**src/rtl/spi_rx.sv**
```systemverilog
// SPI receiver: samples mosi on posedge sclk while cs is low and stores completed words.
// Define SPI_RX_FIFO_EN to use a FIFO_DEPTH-entry FIFO instead of a single holding register.
module spi_rx #(
    parameter int BITS       = 8,
    parameter int FIFO_DEPTH = 4
) (
    input  logic                        sclk,
    input  logic                        reset,
    input  logic                        cs,
    input  logic                        mosi,
    output logic [BITS-1:0]             rx_data,
    output logic                        rx_valid,
    input  logic                        rx_ready,
    output logic [$clog2(FIFO_DEPTH):0] rx_level,
    output logic                        busy,
    output logic                        frame_err,
    output logic                        overflow,
    output logic [1:0]                  fsm_state
);
    localparam int CW = $clog2(BITS);
    localparam int LW = $clog2(FIFO_DEPTH) + 1;

    typedef enum logic [1:0] {
        IDLE  = 2'd0,
        SHIFT = 2'd1,
        HOLD  = 2'd2
    } state_t;

    state_t          state_q;
    logic [CW-1:0]   count_q;
    logic [BITS-2:0] shift_q;
    logic            excess_q;
    logic            quiet_q;
    logic            armed_q;
    logic            commit;
    logic [BITS-1:0] word;
    logic            pop;

    // Handshake: a word transfers on any posedge where rx_valid and rx_ready are both 1;
    // rx_data is held stable until that happens, and rx_ready alone has no effect.
    assign commit    = (state_q == SHIFT) && !cs && (count_q == CW'(BITS - 1));
    assign word      = {shift_q, mosi};
    assign pop       = rx_valid && rx_ready;
    assign fsm_state = state_q;

    always_ff @(posedge sclk or posedge reset) begin
        if (reset) begin
            state_q   <= IDLE;
            count_q   <= '0;
            shift_q   <= '0;
            excess_q  <= 1'b0;
            quiet_q   <= 1'b0;
            armed_q   <= 1'b0;
            busy      <= 1'b0;
            frame_err <= 1'b0;
        end else begin
            frame_err <= 1'b0;
            // A frame may only start after a posedge that saw cs high.
            armed_q   <= cs;
            case (state_q)
                IDLE: begin
                    count_q <= '0;
                    if (!cs) begin
                        if (armed_q) begin
                            shift_q <= (BITS-1)'(mosi);
                            count_q <= CW'(1);
                            state_q <= SHIFT;
                            busy    <= 1'b1;
                        end else begin
                            // Joined mid-frame after reset: sit it out without flagging.
                            quiet_q <= 1'b1;
                            state_q <= HOLD;
                        end
                    end
                end
                SHIFT: begin
                    if (cs) begin
                        state_q   <= IDLE;
                        busy      <= 1'b0;
                        frame_err <= 1'b1;
                        count_q   <= '0;
                        shift_q   <= '0;
                    end else if (commit) begin
                        state_q <= HOLD;
                        busy    <= 1'b0;
                        count_q <= '0;
                    end else begin
                        shift_q <= (shift_q << 1) | (BITS-1)'(mosi);
                        count_q <= count_q + CW'(1);
                    end
                end
                HOLD: begin
                    if (cs) begin
                        state_q   <= IDLE;
                        frame_err <= excess_q && !quiet_q;
                        excess_q  <= 1'b0;
                        quiet_q   <= 1'b0;
                    end else begin
                        excess_q <= 1'b1;
                    end
                end
                default: state_q <= IDLE;
            endcase
        end
    end

`ifdef SPI_RX_FIFO_EN
    localparam int AW = $clog2(FIFO_DEPTH);

    logic [BITS-1:0] mem_q [FIFO_DEPTH];
    logic [AW-1:0]   wr_q;
    logic [AW-1:0]   rd_q;
    logic [LW-1:0]   level_q;
    logic            full;

    assign full = (level_q == LW'(FIFO_DEPTH));

    always_ff @(posedge sclk or posedge reset) begin
        if (reset) begin
            for (int i = 0; i < FIFO_DEPTH; i++) begin
                mem_q[i] <= '0;
            end
            wr_q     <= '0;
            rd_q     <= '0;
            level_q  <= '0;
            overflow <= 1'b0;
        end else begin
            overflow <= commit && full && !pop;
            // When full, a simultaneous pop frees the slot the write pointer lands on.
            if (commit && (!full || pop)) begin
                mem_q[wr_q] <= word;
                wr_q        <= wr_q + AW'(1);
            end
            if (pop) begin
                rd_q <= rd_q + AW'(1);
            end
            if (commit && !full && !pop) begin
                level_q <= level_q + LW'(1);
            end else if (pop && !commit) begin
                level_q <= level_q - LW'(1);
            end
        end
    end

    assign rx_data  = mem_q[rd_q];
    assign rx_valid = (level_q != '0);
    assign rx_level = level_q;
`else
    logic [BITS-1:0] hold_q;
    logic            valid_q;

    always_ff @(posedge sclk or posedge reset) begin
        if (reset) begin
            hold_q   <= '0;
            valid_q  <= 1'b0;
            overflow <= 1'b0;
        end else begin
            overflow <= commit && valid_q && !pop;
            if (commit && (!valid_q || pop)) begin
                hold_q  <= word;
                valid_q <= 1'b1;
            end else if (pop) begin
                valid_q <= 1'b0;
            end
        end
    end

    assign rx_data  = hold_q;
    assign rx_valid = valid_q;
    assign rx_level = LW'(valid_q);
`endif

endmodule

```
**config.mk**
```make
export PLATFORM = sky130hd
export DESIGN_NAME = spi_rx
export DESIGN_NICKNAME = d
export VERILOG_FILES = /design/src/rtl/spi_rx.sv
export SDC_FILE = /design/constraint.sdc
export NUM_CORES = 1
export LEC_CHECK = 0
export CORE_ASPECT_RATIO = 0.7
export CORE_UTILIZATION = 45
export DETAILED_ROUTE_END_ITERATION = 10
export PLACE_DENSITY = 0.7
export REMOVE_ABC_BUFFERS = 1
export SLEW_MARGIN = 25
export SYNTH_ARGS = -nofsm -noshare
export SYNTH_HDL_FRONTEND = slang
export SYNTH_SLANG_ARGS = --single-unit
```
**constraint.sdc**
```tcl
create_clock -name sclk -period 2.9 [get_ports sclk]
set_input_delay 0.725 -clock sclk [delete_from_list [all_inputs] [get_ports sclk]]
set_output_delay 0.725 -clock sclk [all_outputs]
set_load 0.01 [all_outputs]
```
==> results of run 1 <==
[final cells by class]
| cell class | instances | area (µm²) |
|---|---|---|
| tap | 34 | 42.5 |
| clock inverter | 1 | 5.00 |
| timing repair buffer | 21 | 205 |
| fill | 215 | 1040 |
| multi-input combinational | 63 | 470 |
| sequential | 27 | 676 |
| inverter | 8 | 30.0 |
| clock buffer | 3 | 41.3 |
[through the flow]
| step | hold slack, ns | setup WS, ns | util [%] | std cells | area [µm²] |
|---|---|---|---|---|---|
| after global routing | 0.528 | 0.585 | 58.5 | 157 | 1470 |
| after global placement | 0.479 | 0.414 | 56.6 | 153 | 1420 |
| after CTS | 0.505 | 0.659 | 58.5 | 157 | 1470 |
| final | 0.499 | 0.651 | 58.5 | 157 | 1470 |
| after floorplan | 0.454 | 1.02 | - | 98 | 1180 |
| after detailed placement | 0.483 | 0.378 | 56.6 | 153 | 1420 |
[cell usage after synthesis, types with 2 or more instances]
master      n
o21ai_0     4
a21oi_1     3
nor2b_1     3
dfrtp_1    27
mux2_2      8
inv_1       8
nand2b_1    4
buf_2       2
o2bb2ai_1   2
nor2_1      3
a211oi_1    2
a22o_1      6
nand2_1     9
buf_4       4
ha_1        5
[per-layer routing]
metal	wire length (µm)	track usage (%)	up-vias
li1	-	-	392
met1	1040	22.5	382
met5	0	0	-
met3	100	3.75	0
met4	0	1.33	0
met2	907	24.5	20
[cell usage in the layout, fill, tap and decap left out, types with 2 or more instances in the layout]
cell	count
conb_1	2
buf_4	2
o2bb2ai_1	2
nand2b_1	4
nand2_1	9
nor2_1	3
clkdlybuf4s50_1	19
o21ai_0	4
a21oi_1	3
inv_1	8
nor2b_1	3
dfrtp_1	27
clkbuf_8	3
ha_1	5
a22o_1	6
a211oi_1	2
mux2_2	8
[sequential cells by signal (all words and copies together), names as in the netlist]
register and flops:
rx_valid 1, shift_q 7, armed_q 1, quiet_q 1, rx_data 8, fsm_state 2
count_q 3, excess_q 1, frame_err 1, overflow 1, busy 1
[cell families (layout without fill, tap and decap cells)]
family | count (synthesis) | in the layout | synth area share, %
adders and majority gates | 5 | 5 | 5.14
other | 1 | 2 | 0.308
DFF | 27 | 27 | 55.6
and+or+nand+nor | 22 | 22 | 9.26
muxes | 10 | 10 | 9.16
buffers and inverters | 15 | 33 | 6.07
AOI/OAI and AO/OA | 24 | 24 | 14.5
[worst max-delay path by stage]
stage / endpoint / depth (start not counted)
after floorplan: rx_data[0] / 5
after global placement: shift_q[0] / 4
after detailed placement: shift_q[0] / 4
after CTS: shift_q[0] / 4
after global routing: shift_q[0] / 4
final: shift_q[0] / 4
[worst max-delay path, delay by kind of cell]
kind | cells | cell delay [ns]
simple gates | 1 | 0.29
compound gates | 1 | 0.41
mux | 1 | 0.34
buf+inv | 1 | 0.64
[where the power goes]
group          switching [W]  leakage, nW  internal, W
sequential         0.0000433        0.358     0.000428
combinational       0.000159        0.314     0.000126
clock               0.000109       0.0255    0.0000961
==> reports/qor.csv, run 1 <==
stage,metric,value,unit
min_path,whs_endpoint,count_q[1],
die,fp.dieH,45.5,µm
sta,setup_violations,0,
sta,clock_skew,0.00842,ns
routing,drc,0,
yosys,synth_seq_area_share,55.6,%
sta,finalHoldViolations,0,
critical_path,startpoint_type,input port,
yosys,syn_area,1220,µm²
critical_path,critPathMaxStageDelay,0.64,ns
cts,cts.sinks,27,
routing,drt_iter0_markers,42,
die,row_count,15,
cts,htree_levels,1,
global_route,grt_pass1_vias,722,
critical_path,crit_path_start,cs,
run,cap_violations,0,
critical_path,timing.rr.end,shift_q[0],
cts,numCtsBuffers,3,
yosys,synthFlopType,dfrtp_1,
sta,fin_crit,2.25,ns
global_route,grt_pass1_wl,3.42,mm
critical_path,end_kind,register,
yosys,yosysWarnings,0,
critical_path,required,3.05,ns
cts,cts_hold_buf,0,
die,dieWidth,64.1,µm
cts,clock_latency,0.27,ns
yosys,synth_seq_cells,27,
critical_path,worstPathMaxFanout,15,
cts,post_cts_resized,0,
critical_path,cp_cell_sequence,clkdlybuf4s50_1 -> nand2b_1 -> a221o_1 -> mux2_1,
power_and_ir_drop,power,0.000961,W
routing,vias,794,
sta,fmax,445,MHz
critical_path,reg2reg_depth,5,
routing,wirelength,2.05,mm
sta,setup_tns,0,ns
min_path,whs_path_depth,2,
global_route,grt_max_degree,28,
yosys,ys_top_cells_by_area,"dfrtp_1 56%, mux2_2 7.4%, ha_1 5.1%, a22o_1 4.3%, nand2_1 2.8%",
cts,cts-root-buf,clkbuf_8,
cts,path_clk_slew,0.08,ns
power_and_ir_drop,power_density,654,nW/µm²
die,core,2510,µm²
die,die_area,2920,µm²
global_route,track_usage,15.4,%
cells_and_area,antenna_cells,0,
global_route,grt-ovfl-total,0,
routing,wire_per_inst,13.1,µm
sta,slew_viol_final,0,
min_path,hold_class,reg -> reg,
critical_path,slowest_stage,clkdlybuf4s50_1,
place,globalplace.congestion,0.789,
global_route,antenna_found_initial,0,
place,port_buffers,19,
yosys,synth-edff-count,0,
cells_and_area,area_delta_synth_final,20.9,%
die,initial_core_util,48.4,%
routing,vias_per_cell,5.06,
cts,cts_tree,yes,
critical_path,timing.rr.start,fsm_state[1],
yosys,synth_top_cell_area_share,55.6,%
cts,clock_path_buffers,2,
yosys,yosysTopAreaCell,dfrtp_1,
sta,rsz0062_at_grt,false,
yosys,synth_cell_types,29,
power_and_ir_drop,power.leakage,0.698,nW
cells_and_area,nets,134,
sta,fin_crit_sh,77.6,%
yosys,async_flop_share,100,%
critical_path,path_class,in -> reg,
yosys,avgSynthCellArea,11.7,µm²
min_path,hp-start,count_q[1],
critical_path,arrival,2.40,ns
cts,cts_setup_buffers,0,
status,status,"complete, no violations",
critical_path,r2r_slack,0.96,ns
die,ios,22,
routing,postRouteAntennaNets,0,
place,dp.final_hpwl,1.49,mm
power_and_ir_drop,ir_worst_vdd,0.302,mV
yosys,synthCells,104,
cells_and_area,drive_gt1_share,13.0,%
routing,drtPass1Iterations,4,
Note: power is estimated with default switching activity, not from simulation.
==> inputs of run 2 (changes only) <==
--- a/config.mk
+++ b/config.mk
@@ -8,7 +8,7 @@
 export CORE_ASPECT_RATIO = 0.7
 export CORE_UTILIZATION = 45
 export DETAILED_ROUTE_END_ITERATION = 10
-export PLACE_DENSITY = 0.7
+export PLACE_DENSITY = 0.73
 export REMOVE_ABC_BUFFERS = 1
 export SLEW_MARGIN = 25
 export SYNTH_ARGS = -nofsm -noshare
==> constraint.sdc (replaced) <==
create_clock -name sclk -period 1.97 [get_ports sclk]
set_input_delay 0.4925 -clock sclk [delete_from_list [all_inputs] [get_ports sclk]]
set_output_delay 0.4925 -clock sclk [all_outputs]
set_load 0.01 [all_outputs]
==> reports/qor.csv, run 2 (same netlist as run 1, synthesis figures left out) <==
stage,metric,value,unit,change
sta,rsz0062_at_grt,false,,
cells_and_area,drive_gt1_share,18.3,%,+5.3 points
sta,timing.final.ws_setup,0.143,ns,-0.508 ns
cts,cts_tree,yes,,
routing,postRouteAntennaNets,0,,unchanged
critical_path,timing.rr.start,count_q[0],,
sta,fmax,547,MHz,
sta,slew_viol_final,0,,unchanged
critical_path,path_class,reg -> reg,,
die,row_count,15,,unchanged
cells_and_area,largest_reg_flops,8,,unchanged
power_and_ir_drop,ir_worst_vdd,0.606,mV,+100%
cells_and_area,layout_common_cells,"27 x dfrtp_1, 19 x clkdlybuf4s50_1, 10 x buf_4, 9 x nand2_1",,
place,port_buffers,19,,unchanged
routing,wirelength,2.15,mm,+4.6%
critical_path,startpoint_type,register,,
power_and_ir_drop,clockPowerShare,20.9,%,-0.4 points
die,ios,22,,unchanged
power_and_ir_drop,power.leakage,0.735,nW,+5.4%
critical_path,arrival,2.00,ns,-0.40 ns
global_route,grt_pass1_vias,793,,+9.8%
critical_path,r2r_slack,0.14,ns,-0.82 ns
power_and_ir_drop,seqPwrFrac,46.0,%,-3.0 points
cts,clock_latency,0.27,ns,about the same
sta,whs,0.505,ns,+0.00616 ns
global_route,track_usage,17.3,%,+1.9 points
place,dp.final_hpwl,1.57,mm,+5.3%
min_path,hp-start,count_q[2],,
routing,drt-met1-wl,1.10,mm,+5.0%
power_and_ir_drop,power_density,972,nW/µm²,+49%
cts,clock_path_buffers,2,,unchanged
die,initial_core_util,48.4,%,unchanged
sta,setup_violations,0,,unchanged
cells_and_area,finalInstanceArea,1530,µm²,+4.1%
global_route,grt_max_degree,28,,unchanged
cts,cts_hold_buf,0,,unchanged
cts,cts-root-buf,clkbuf_8,,
global_route,grt_pass1_wl,3.73,mm,+9.1%
global_route,grt-ovfl-total,0,,unchanged
routing,wire_per_inst,13.0,µm,-0.44%
place,globalplace.congestion,0.791,,+0.27%
power_and_ir_drop,power_frac_comb,33.1,%,+3.5 points
cells_and_area,antenna_cells,0,,unchanged
routing,vias,862,,+8.6%
place,place_area,1480,µm²,+4.2%
power_and_ir_drop,p_int,0.00101,W,+55%
power_and_ir_drop,net-switching-power,0.000479,W,+54%
cts,path_clk_slew,0.09,ns,about the same
critical_path,end_kind,register,,
sta,finalHoldViolations,0,,unchanged
die,fp.dieH,45.5,µm,unchanged
routing,drc,0,,unchanged
place,pre_cts_ws,-0.0687,ns,-0.447 ns
die,die_area,2920,µm²,unchanged
status,status,"complete, no violations",,
routing,vias_per_cell,5.22,,+3.3%
cts,cts.sinks,27,,unchanged
sta,clock_skew,0.00296,ns,-0.00547 ns
critical_path,reg2reg_depth,5,,unchanged
routing,drt_iter0_markers,37,,-12%
cells_and_area,area_delta_synth_final,25.8,%,
sta,fin_crit_sh,92.8,%,
critical_path,timing.rr.end,fsm_state[0],,
cts,numCtsBuffers,3,,unchanged
sta,fin_crit,1.83,ns,
cts,cts_setup_buffers,0,,unchanged
critical_path,worstPathMaxFanout,5,,-10
cells_and_area,final_common_cell,dfrtp_1,,
min_path,whs_endpoint,count_q[2],,
cts,htree_levels,1,,unchanged
cts,post_cts_resized,0,,unchanged
routing,highest_layer,met4,,
cells_and_area,nets,142,,+6.0%
cells_and_area,final_cells,165,,+5.1%
min_path,hold_class,reg -> reg,,
min_path,whs_path_depth,2,,unchanged
routing,drtPass1Iterations,5,,+1
die,dieWidth,64.1,µm,unchanged
global_route,antenna_found_initial,0,,unchanged
run,cap_violations,0,,unchanged
routing,met3_length,124,µm,+24%
die,core,2510,µm²,unchanged
routing,routed-wl-met2,914,µm,+0.77%
critical_path,required,2.14,ns,-0.91 ns
power_and_ir_drop,netSwitchingFraction,32.2,%,-0.17 points
place,dp_cells,161,,+5.2%
[run 2: cell types whose count changed in the layout (fill, tap and decap cells not counted), sizes merged]
cell / before / now
buf: 2 / 10
[run 2: how the worst max path moves through the flow]
stage          depth (start not counted)            to  slack (ns)    startpoint
2_1_floorplan                          5    rx_data[0]        0.09  fsm_state[1]
3_3_place_gp                           5    rx_data[7]       -0.03            cs
3_5_place_dp                           5    shift_q[5]       -0.07            cs
4_1_cts                                5  fsm_state[0]        0.14    count_q[0]
5_1_grt                                6    rx_data[2]        0.08  fsm_state[1]
6_report                               5  fsm_state[0]        0.14    count_q[0]
[run 2: power groups by stage]
stage	Clock (W)	Combinational (W)	Sequential (W)
floorplan	0	0.000283	0.000697
global placement	0	0.000476	0.000690
detailed placement	0	0.000488	0.000696
CTS	0.000315	0.000494	0.000684
global route	0.000337	0.000555	0.000695
finish	0.000311	0.000491	0.000685
[run 2: layout make-up]
class                   instances  area [µm²]
clock inverters                 1        5.00
clock buffers                   3        41.3
well taps                      34        42.5
multi-input cells              63         470
repair buffers                 29         265
fillers                       227         985
flip-flops and latches         27         676
inverters                       8        30.0
[run 2: critical path, stage by stage (launching register included)]
cell and delay, ns:
dfrtp_1 0.41, ha_1 0.21, ha_1 0.24, or3b_4 0.45
a32o_1 0.26, a21o_1 0.17
[run 2: stage by stage]
| step | TNS [ns] | total power [W] | utilization [%] |
|---|---|---|---|
| 5_1_grt | 0 | 0.00159 | 60.8 |
| 6_report | 0 | 0.00149 | 60.8 |
| 3_3_place_gp | -0.388 | 0.00117 | 59.0 |
| 3_5_place_dp | -0.812 | 0.00118 | 59.0 |
| 4_1_cts | 0 | 0.00149 | 60.8 |
| 2_1_floorplan | 0 | 0.000981 | - |
[run 2: routing by layer]
| layer | up-vias | GRT usage (%) |
|---|---|---|
| met5 | - | 0 |
| met4 | 0 | 2.67 |
| met3 | 2 | 5.50 |
| met2 | 23 | 26.2 |
| met1 | 427 | 25.2 |
| li1 | 410 | - |
==> inputs of run 3 (changes only) <==
--- a/config.mk
+++ b/config.mk
@@ -6,6 +6,7 @@
 export NUM_CORES = 1
 export LEC_CHECK = 0
 export CORE_ASPECT_RATIO = 0.7
+export CORE_MARGIN = 5
 export CORE_UTILIZATION = 45
 export DETAILED_ROUTE_END_ITERATION = 10
 export PLACE_DENSITY = 0.73
==> reports/qor.csv, run 3 (same netlist as run 1, synthesis figures left out) <==
stage,metric,value,unit,change
status,status,"complete, no violations",,
cells_and_area,multi_input_area,470,µm²,unchanged
cells_and_area,final_common_cell,dfrtp_1,,
routing,postRouteAntennaNets,0,,unchanged
cts,htree_levels,1,,unchanged
routing,vias_per_cell,5.15,,-1.4%
cts,cts_setup_buffers,0,,unchanged
die,core,2510,µm²,unchanged
critical_path,cp_cell_sequence,inv_1 -> ha_1 -> or3b_4 -> a21oi_2 -> a22o_1,,
sta,finalHoldViolations,0,,unchanged
critical_path,path_class,reg -> reg,,
cts,cts_tree,yes,,
critical_path,r2r_slack,0.13,ns,about the same
min_path,hold_class,reg -> reg,,
cts,cts.sinks,27,,unchanged
min_path,hp-start,shift_q[6],,
critical_path,required,2.18,ns,+0.04 ns
critical_path,slowest_stage,or3b_4,,
cells_and_area,n_fill_cell,203,,-11%
global_route,grt_pass1_vias,828,,+4.4%
sta,fin_crit,1.84,ns,+0.00765 ns
die,ios,22,,unchanged
critical_path,startpoint_type,register,,
sta,setup_violations,0,,unchanged
power_and_ir_drop,p_int,0.00100,W,-0.77%
place,globalplace.congestion,0.812,,+2.6%
cts,clock_latency,0.27,ns,about the same
cells_and_area,drive_gt1_share,17.7,%,-0.63 points
power_and_ir_drop,power_density,966,nW/µm²,-0.56%
global_route,track_usage,14.1,%,-3.2 points
die,die_area,3860,µm²,+32%
critical_path,critPathMaxStageDelay,0.46,ns,about the same
cts,path_clk_slew,0.09,ns,about the same
power_and_ir_drop,clockPowerShare,20.8,%,about the same
power_and_ir_drop,net-switching-power,0.000472,W,-1.6%
place,port_buffers,19,,unchanged
place,place_area,1480,µm²,-0.51%
sta,fin_crit_sh,93.2,%,+0.39 points
cells_and_area,area_delta_synth_final,25.2,%,
routing,drc,0,,unchanged
cts,cts_hold_buf,0,,unchanged
cts,post_cts_resized,0,,unchanged
min_path,whs_path_depth,1,,-1
critical_path,timing.rr.start,fsm_state[1],,
global_route,grt_max_degree,28,,unchanged
critical_path,crit_family,compound AO/OA/AOI/OAI gates,,
power_and_ir_drop,netSwitchingFraction,32.0,%,-0.19 points
global_route,antenna_found_initial,0,,unchanged
routing,wire_per_inst,14.2,µm,+9.1%
routing,vias,845,,-2.0%
cts,cts-root-buf,clkbuf_8,,
die,fp.dieH,53.5,µm,+18%
cells_and_area,finalInstanceArea,1520,µm²,-0.49%
critical_path,worstPathMaxFanout,8,,+3
cells_and_area,antenna_cells,0,,unchanged
power_and_ir_drop,seqPwrFrac,47.1,%,+1.1 points
cts,numCtsBuffers,3,,unchanged
place,dp.final_hpwl,1.76,mm,+12%
sta,fmax,545,MHz,-0.42%
run,cap_violations,0,,unchanged
die,row_count,15,,unchanged
global_route,grt_pass1_wl,4.02,mm,+7.9%
routing,wirelength,2.33,mm,+8.4%
power_and_ir_drop,power,0.00147,W,-1.0%
sta,rsz0062_at_grt,false,,
power_and_ir_drop,power.leakage,0.726,nW,-1.2%
cts,clock_path_buffers,2,,unchanged
global_route,grt-ovfl-total,0,,unchanged
critical_path,arrival,2.05,ns,+0.05 ns
cells_and_area,seqCellArea,677,µm²,+0.19%
routing,drtPass1Iterations,4,,-1
critical_path,reg2reg_depth,5,,unchanged
cells_and_area,layout_common_cells,"26 x dfrtp_1, 19 x clkdlybuf4s50_1, 9 x nand2_1, 9 x buf_4",,
min_path,whs_endpoint,shift_q[6],,
die,dieWidth,72.1,µm,+12%
critical_path,timing.rr.end,shift_q[5],,
power_and_ir_drop,ir_worst_vdd,0.399,mV,-34%
sta,clock_skew,0.00441,ns,+0.00146 ns
critical_path,end_kind,register,,
sta,slew_viol_final,0,,unchanged
cells_and_area,largest_reg_flops,8,,unchanged
power_and_ir_drop,power_frac_comb,32.1,%,-1.0 points
routing,drt_iter0_markers,35,,-5.4%
die,initial_core_util,48.4,%,unchanged
cells_and_area,nets,141,,-0.70%
critical_path,critical_path_buf_inv_count,1,,+1
-- run 3: stage by stage --
stage / hold slack (ns) / TNS, ns / util, % / cells / setup slack, ns
3_3_place_gp: 0.479 / -0.641 / 58.7 / 160 / -0.0638
2_1_floorplan: 0.454 / 0 / - / 98 / 0.0856
5_1_grt: 0.514 / 0 / 60.5 / 164 / 0.0191
4_1_cts: 0.507 / 0 / 60.5 / 164 / 0.105
3_5_place_dp: 0.486 / -1.34 / 58.7 / 160 / -0.122
6_report: 0.508 / 0 / 60.5 / 164 / 0.135
-- run 3: metal layers --
metal | GRT usage, % | vias to the layer above | wire, µm
li1 | - | 407 | -
met1 | 18.5 | 402 | 1050
met2 | 21.8 | 31 | 1040
met3 | 4.74 | 5 | 197
met4 | 4.69 | 0 | 31
met5 | 0 | - | 0
-- run 3: power by group through the flow --
stage                     Sequential [W]  Combinational [W]  Clock (W)
after floorplan                 0.000697           0.000283          0
after global placement          0.000696           0.000457          0
after detailed placement        0.000701           0.000477          0
after CTS                       0.000689           0.000477   0.000324
after global routing            0.000704           0.000526   0.000352
final                           0.000692           0.000473   0.000306
-- run 3: worst max-delay path by stage --
stage / end / depth (start not counted) / startpoint / slack [ns]
4_1_cts: shift_q[5] / 6 / fsm_state[1] / 0.10
3_5_place_dp: shift_q[5] / 5 / cs / -0.12
5_1_grt: shift_q[4] / 5 / fsm_state[1] / 0.02
2_1_floorplan: rx_data[0] / 5 / fsm_state[1] / 0.09
3_3_place_gp: shift_q[5] / 5 / cs / -0.06
6_report: shift_q[5] / 5 / fsm_state[1] / 0.13
-- run 3: final cells by class --
cell class              count  area share (%)
clock buffers               4            2.96
inverters                   8            1.97
multi-input cells          63            30.9
flip-flops and latches     27            44.5
well taps                  34            2.79
repair buffers             28            16.9
==> RTL change 1 (config.mk and constraints of run 2) <==
Change the parameter `FIFO_DEPTH` from 4 to 8.
--- a/src/rtl/spi_rx.sv
+++ b/src/rtl/spi_rx.sv
@@ -2,7 +2,7 @@
 // Define SPI_RX_FIFO_EN to use a FIFO_DEPTH-entry FIFO instead of a single holding register.
 module spi_rx #(
     parameter int BITS       = 8,
-    parameter int FIFO_DEPTH = 4
+    parameter int FIFO_DEPTH = 8
 ) (
     input  logic                        sclk,
     input  logic                        reset,
Interface: changed (resized rx_level); port bits go from 22 to 23. No check against the original RTL was run, so the function may have changed too.
==> RTL change 1 against run 2 <==
Sequential cell count unchanged; synthesized area increased by 0.62%; cell area increased by 0.33%; cell count increased by 0.61%; via count decreased by 1.5%; critical path depth unchanged; wire length increased by 2.0%; clock skew increased by 4.4 ps; core utilization increased by 0.20 points; worst setup slack got worse by 17 ps; first-iteration DRC count decreased by 43%; clock power decreased by 3%; total power decreased by 1.7%; critical endpoint unchanged; largest cell class unchanged.
==> RTL change 1: results (changes against run 2) <==
* Cell Count Post-Placement: 162 (+0.62%)
* Ranking of synthesized cells by instance count: 27 x dfrtp_1, 9 x nand2_1, 8 x inv_1, 8 x mux2_2, 6 x a22o_1
* Hold WC Path Type: reg2reg
* Average cell area after synthesis: 11.65 um2 (-0.34%)
- The pin count of the biggest net entering global routing came to 28 (unchanged).
* Final wirelength: 2187 um (+2.0%)
- The combined global-route utilization of all metal layers came to 0.1626 (-0.01064).
- Via density per instance: 5.114 (-2.1%)
* Peak per-stage delay on the critical path: 450 ps (about the same)
* Layout cell share with drive strength beyond 1: 0.1818 (-0.001388)
* Critical register-to-register path startpoint: count_q[0]
- Among all stages on the critical path, the largest delay is contributed by or3b_4.
- Max FFs per register: 8 (unchanged)
* Number of buffers inserted to repair setup after CTS: 0 (unchanged)
- The cell sitting at the root of the clock tree is a clkbuf_8.
* Cell Area, Placed: 0.001488 mm2 (+0.25%)
- Gp weighted congestion: 0.8439 (+6.6%)
- Biggest area contributors in the synthesized netlist: dfrtp_1 55%, mux2_2 7.4%, ha_1 5.1%, a22o_1 4.3%, buf_4 3.1%
- Leakage power: 0.7346 nW (-0.11%)
- The final layout net count is 143 (+0.70%).
- The count of inserted antenna diode cells came to 0 (unchanged).
- The length in cells of the worst reg-to-reg path came to 5 (unchanged).
* Fraction of synthesis flops using an asynchronous set or reset pin: 1.000 (unchanged)
- The total clock buffers created by CTS is 3 (unchanged).
* Number of antenna violations at the first check in global routing: 0 (unchanged)
- The number of distinct standard cells referenced by the synthesized netlist was 29 (unchanged).
* First-pass GRT wire length: 3450 um (-7.4%)
- Startpoint class of the critical path: register
* H-tree Lvls: 1 (unchanged)
- The kind of cell with the highest combined delay along the critical path is simple AND/OR/NAND/NOR gates.
* CTS resizes: 0 (unchanged)
* Vias in the first global route: 727 (-8.3%)
* Initial DRC count: 21 (-43%)
- The cell depth of the worst hold path came to 2 (unchanged).
* Outcome: complete, no violations
- The worst slack on hold paths was 504.2 ps (-0.6150 ps).
- The post-layout instance count excluding filler cells was 166 (+0.61%).
- Portion of total power attributed to sequential cells: 0.474 (+0.014)
- The final number of setup-violating endpoints was 0 (unchanged).
- Max Buffers Root-to-Sink: 2 (unchanged)
- The HPWL after detailed placement was 1632 um (+3.8%).
- The register area share after synthesis is 0.5521 (-0.003408).
* End point of the critical path: fsm_state[0]
- For the worst setup path, the data arrival time is between 2000 and 2500 ps.
* Clock slew seen by the registers of the worst setup and hold paths: 90 ps (about the same)
- Syn. warnings: 0 (unchanged)
- The largest clock skew in the final design was 7.348 ps (+4.392 ps).
- Worst-case vdd ir drop: 421.4 uV (-30%)
- Port Buffers: 19 (unchanged)
- Switching Power: 0.0004730 W (-1.3%)
* Number of detailed-route iterations in the first pass: 4 (-1)
- The maximum net fanout on the critical path is 5 (unchanged).
- The setup slack on the worst flop-to-flop path came to 130 ps (-20 ps).
- Clock latency at the later pin of the worst-skew pair: 270 ps (about the same)
RTL change 1: worst min path at each step:
| stage | to | from |
|---|---|---|
| final | quiet_q | quiet_q |
| after global placement | count_q[2] | count_q[2] |
| after floorplan | count_q[1] | count_q[1] |
| after global routing | count_q[0] | count_q[0] |
| after CTS | quiet_q | quiet_q |
| after detailed placement | quiet_q | quiet_q |
RTL change 1: power groups by stage:
stage	registers, W	clock network, W	logic, W
after CTS	0.000691	0.000319	0.000461
after detailed placement	0.000703	0	0.000458
after global routing	0.000702	0.000341	0.000513
after global placement	0.000697	0	0.000442
after floorplan	0.000697	0	0.000284
final	0.000692	0.000303	0.000466
RTL change 1: tightest hold or removal path, stage by stage, from the launching register on:
cell,delay (ps)
dfrtp_1,370
nand2_1,50
nand2_1,60
RTL change 1: logic make-up after synthesis:
kind of cell / synth area share
DFF: 0.5521
muxes: 0.09100
other: 0.003065
buffers and inverters: 0.06646
and+or+nand+nor: 0.09202
AOI/OAI and AO/OA: 0.1442
adders and majority gates: 0.05112
RTL change 1: per-stage QoR:
stage                     setup WS, ps    util
after floorplan                  85.55       -
after global placement          -60.91  0.5915
after detailed placement        -104.2  0.5915
after CTS                        81.34  0.6095
after global routing             71.40  0.6104
final                            125.6  0.6104
RTL change 1: cell type report:
class / count / area, um2
Clock buffer: 4 / 45.04
Multi-Input combinational cell: 64 / 476.7
Fill cell: 208 / 979.7
Inverter: 8 / 30.03
Sequential cell: 27 / 675.6
Timing Repair Buffer: 29 / 265.3
Tap cell: 34 / 42.54
RTL change 1: metal layers:
metal	GRT usage	routed length, um	up-vias
met5	0	0	-
met4	0.05333	27	0
met3	0.04500	91	4
met2	0.2484	1003	21
met1	0.2271	1065	416
li1	-	-	408
==> RTL change 2 (settings of run 2) <==
Made on the original files. Remove the register `overflow`: a continuous assignment takes its place, so the output `overflow` follows one clock earlier.
--- a/src/rtl/spi_rx.sv
+++ b/src/rtl/spi_rx.sv
@@ -153,9 +153,7 @@
         if (reset) begin
             hold_q   <= '0;
             valid_q  <= 1'b0;
-            overflow <= 1'b0;
         end else begin
-            overflow <= commit && valid_q && !pop;
             if (commit && (!valid_q || pop)) begin
                 hold_q  <= word;
                 valid_q <= 1'b1;
@@ -165,6 +163,8 @@
         end
     end
 
+    assign overflow = commit && valid_q && !pop;
+
     assign rx_data  = hold_q;
     assign rx_valid = valid_q;
     assign rx_level = LW'(valid_q);
Check against the original RTL: no difference found for any inputs over 10 cycles, from zero or initial values and one cycle with reset high; that may be too few to reach the edited logic, so the function may still have changed.
==> RTL change 2 against run 2 <==
Wire length up 8.2%; synthesized area up 1.1%; sequential cell count fell by 1; cell area up 1.6%; count of clock-buffer cells in the layout did not move; global-route usage is 0.19 points higher; non-clock buffer count up 1; worst setup slack lost 49 ps; total power increased by 6.9%; fmax shrank 2.6%; critical endpoint is now shift_q[2]; largest cell class unchanged.
==> RTL change 2: results (changes against run 2) <==
* Outcome: complete, no violations
- Gp weighted congestion: 0.8883 (+12%)
- The total wirelength of the detailed-routed design was 2321 um (+8.2%).
- The number of fill cells is 206 (-9.3%).
- For this design, the slowest cell found on the critical path is or3b_4.
* Worst-case vdd ir drop: 499.1 uV (-18%)
- CTS Root Buffer Type: clkbuf_8
- First-pass GRT wire length: 3795 um (+1.9%)
* Port Buffers: 19 (unchanged)
- The share of post-route cells with drive strength above 1 came to 0.2977 (+0.1145).
* Max FFs per register: 8 (unchanged)
- The initial antenna violation count is 0 (unchanged).
- Initial DRC count: 32 (-14%)
* Vias in the first global route: 845 (+6.6%)
- Sequential share of the synthesized area: 0.5290 (-0.02656)
- The pin count of the biggest net entering global routing is 27 (-3.6%).
- Total CTS buffers: 3 (unchanged)
- The maximum cell stage delay along the critical path was 420 ps (-30 ps).
- Fin Clk Skew: 7.488 ps (+4.532 ps)
* Clock slew seen by the registers of the worst setup and hold paths: 90 ps (about the same)
- The static leakage came to 0.7640 nW (+3.9%).
- Critical path arrival: 2090 ps (+90 ps)
* Syn. warnings: 0 (unchanged)
- The area of combinational cells with multiple inputs came to 498.0 um2 (+5.9%).
- The number of distinct standard cells referenced by the synthesized netlist came to 33 (+14%).
* Maximum fanout count along the critical path: 6 (+1)
* Fraction of synthesis flops using an asynchronous set or reset pin: 1.000 (unchanged)
- Biggest area contributors in the synthesized netlist: dfrtp_1 53%, mux2_2 7.3%, ha_1 5.1%, a22o_2 4.9%, nand2_1 2.7%
- Internal Dissipation: 0.001112 W (+10%)
* Share of power burned in combinational logic: 0.306 (-0.025)
* Family of cells with the greatest summed delay on the critical path: compound AO/OA/AOI/OAI gates
- All-layer global routing usage: 0.1752 (+0.001910)
- Final nets: 142 (unchanged)
- The count of inserted antenna diode cells is 0 (unchanged).
* Max Buffers Root-to-Sink: 2 (unchanged)
- The number of H-tree levels was 1 (unchanged).
- The post-CTS repair timing setup buffer count was 0 (unchanged).
- Via density per instance: 5.188 (-0.70%)
- The number of search-and-repair iterations in the first detailed-routing pass came to 4 (-1).
- The most used flip-flop cell after synthesis is dfrtp_1.
- Sorting the synthesized cells by how often they occur yields 26 x dfrtp_1, 9 x nand2_1, 8 x mux2_2.
- The post-detailed-placement cell area is 0.001485 mm2 (about the same).
* Clock latency at the later pin of the worst-skew pair: 280 ps
- Post-detailed-placement half-perimeter wirelength: 1720 um (+9.4%)
- The path class of the tightest hold or removal check is reg2reg.
## RTL change 2: cell types whose count changed after synthesis, moves of 2 or more
cell | run 2 | this run
buf_6 | 0 | 2
a211oi_1 | 2 | 0
nand2b_1 | 4 | 2
a22o_1 | 6 | 1
a22o_2 | 0 | 6
o2bb2ai_1 | 2 | 0
## RTL change 2: kinds of logic after synthesis
logic type                 Yosys count  share of synthesized area
muxes                               11                     0.1017
buffers and inverters               14                    0.07324
DFF                                 26                     0.5290
and+or+nand+nor                     24                     0.1078
AOI/OAI and AO/OA                   22                     0.1343
other                                1                   0.003049
adders and majority gates            5                    0.05086
## RTL change 2: per-stage QoR
stage | cells | setup WS (ps)
floorplan | 97 | 115.3
global placement | 161 | -310.1
detailed placement | 161 | -327.2
CTS | 165 | 24.27
global route | 165 | 29.32
finish | 165 | 93.45
## RTL change 2: timing repair
action | 4_1_cts | 5_1_grt
pin swaps | 1 | 1
setup endpoints to repair | 1 | 1
resized for setup | 5 | 3
## RTL change 2: power groups by stage
stage,clock [W],combinational (W),sequential (W)
after CTS,0.000449,0.000488,0.000655
after global placement,0,0.000470,0.000660
after floorplan,0,0.000297,0.000666
after global routing,0.000472,0.000543,0.000666
after detailed placement,0,0.000485,0.000665
final,0.000445,0.000487,0.000657
## RTL change 2: layout make-up
class	count	area share
Tap cell	34	0.02735
Clock inverter	1	0.01931
Multi-Input combinational cell	64	0.3202
Sequential cell	26	0.4183
Timing Repair Buffer	30	0.1714
Clock buffer	3	0.02655
Inverter	7	0.01689
## RTL change 2: worst paths after layout
kind                            start         end  slack, ps  cells past startpoint
setup / recovery           count_q[0]  shift_q[2]         90                      6
hold / removal             shift_q[6]  shift_q[6]        500                      1
setup reg to reg           count_q[0]  shift_q[2]         90                      6
hold reg to reg            shift_q[6]  shift_q[6]        500                      1
max in group asynchronous       reset        busy       1160                      3
min in group asynchronous       reset  shift_q[4]        570                      3
## RTL change 2: per-layer routing
layer  wire [um]  up-vias  GRT usage
met3          77        4    0.04500
met2        1080       16     0.2863
met4          27        0    0.04444
met1        1136      429     0.2368
li1            -      407          -
met5           0        -          0
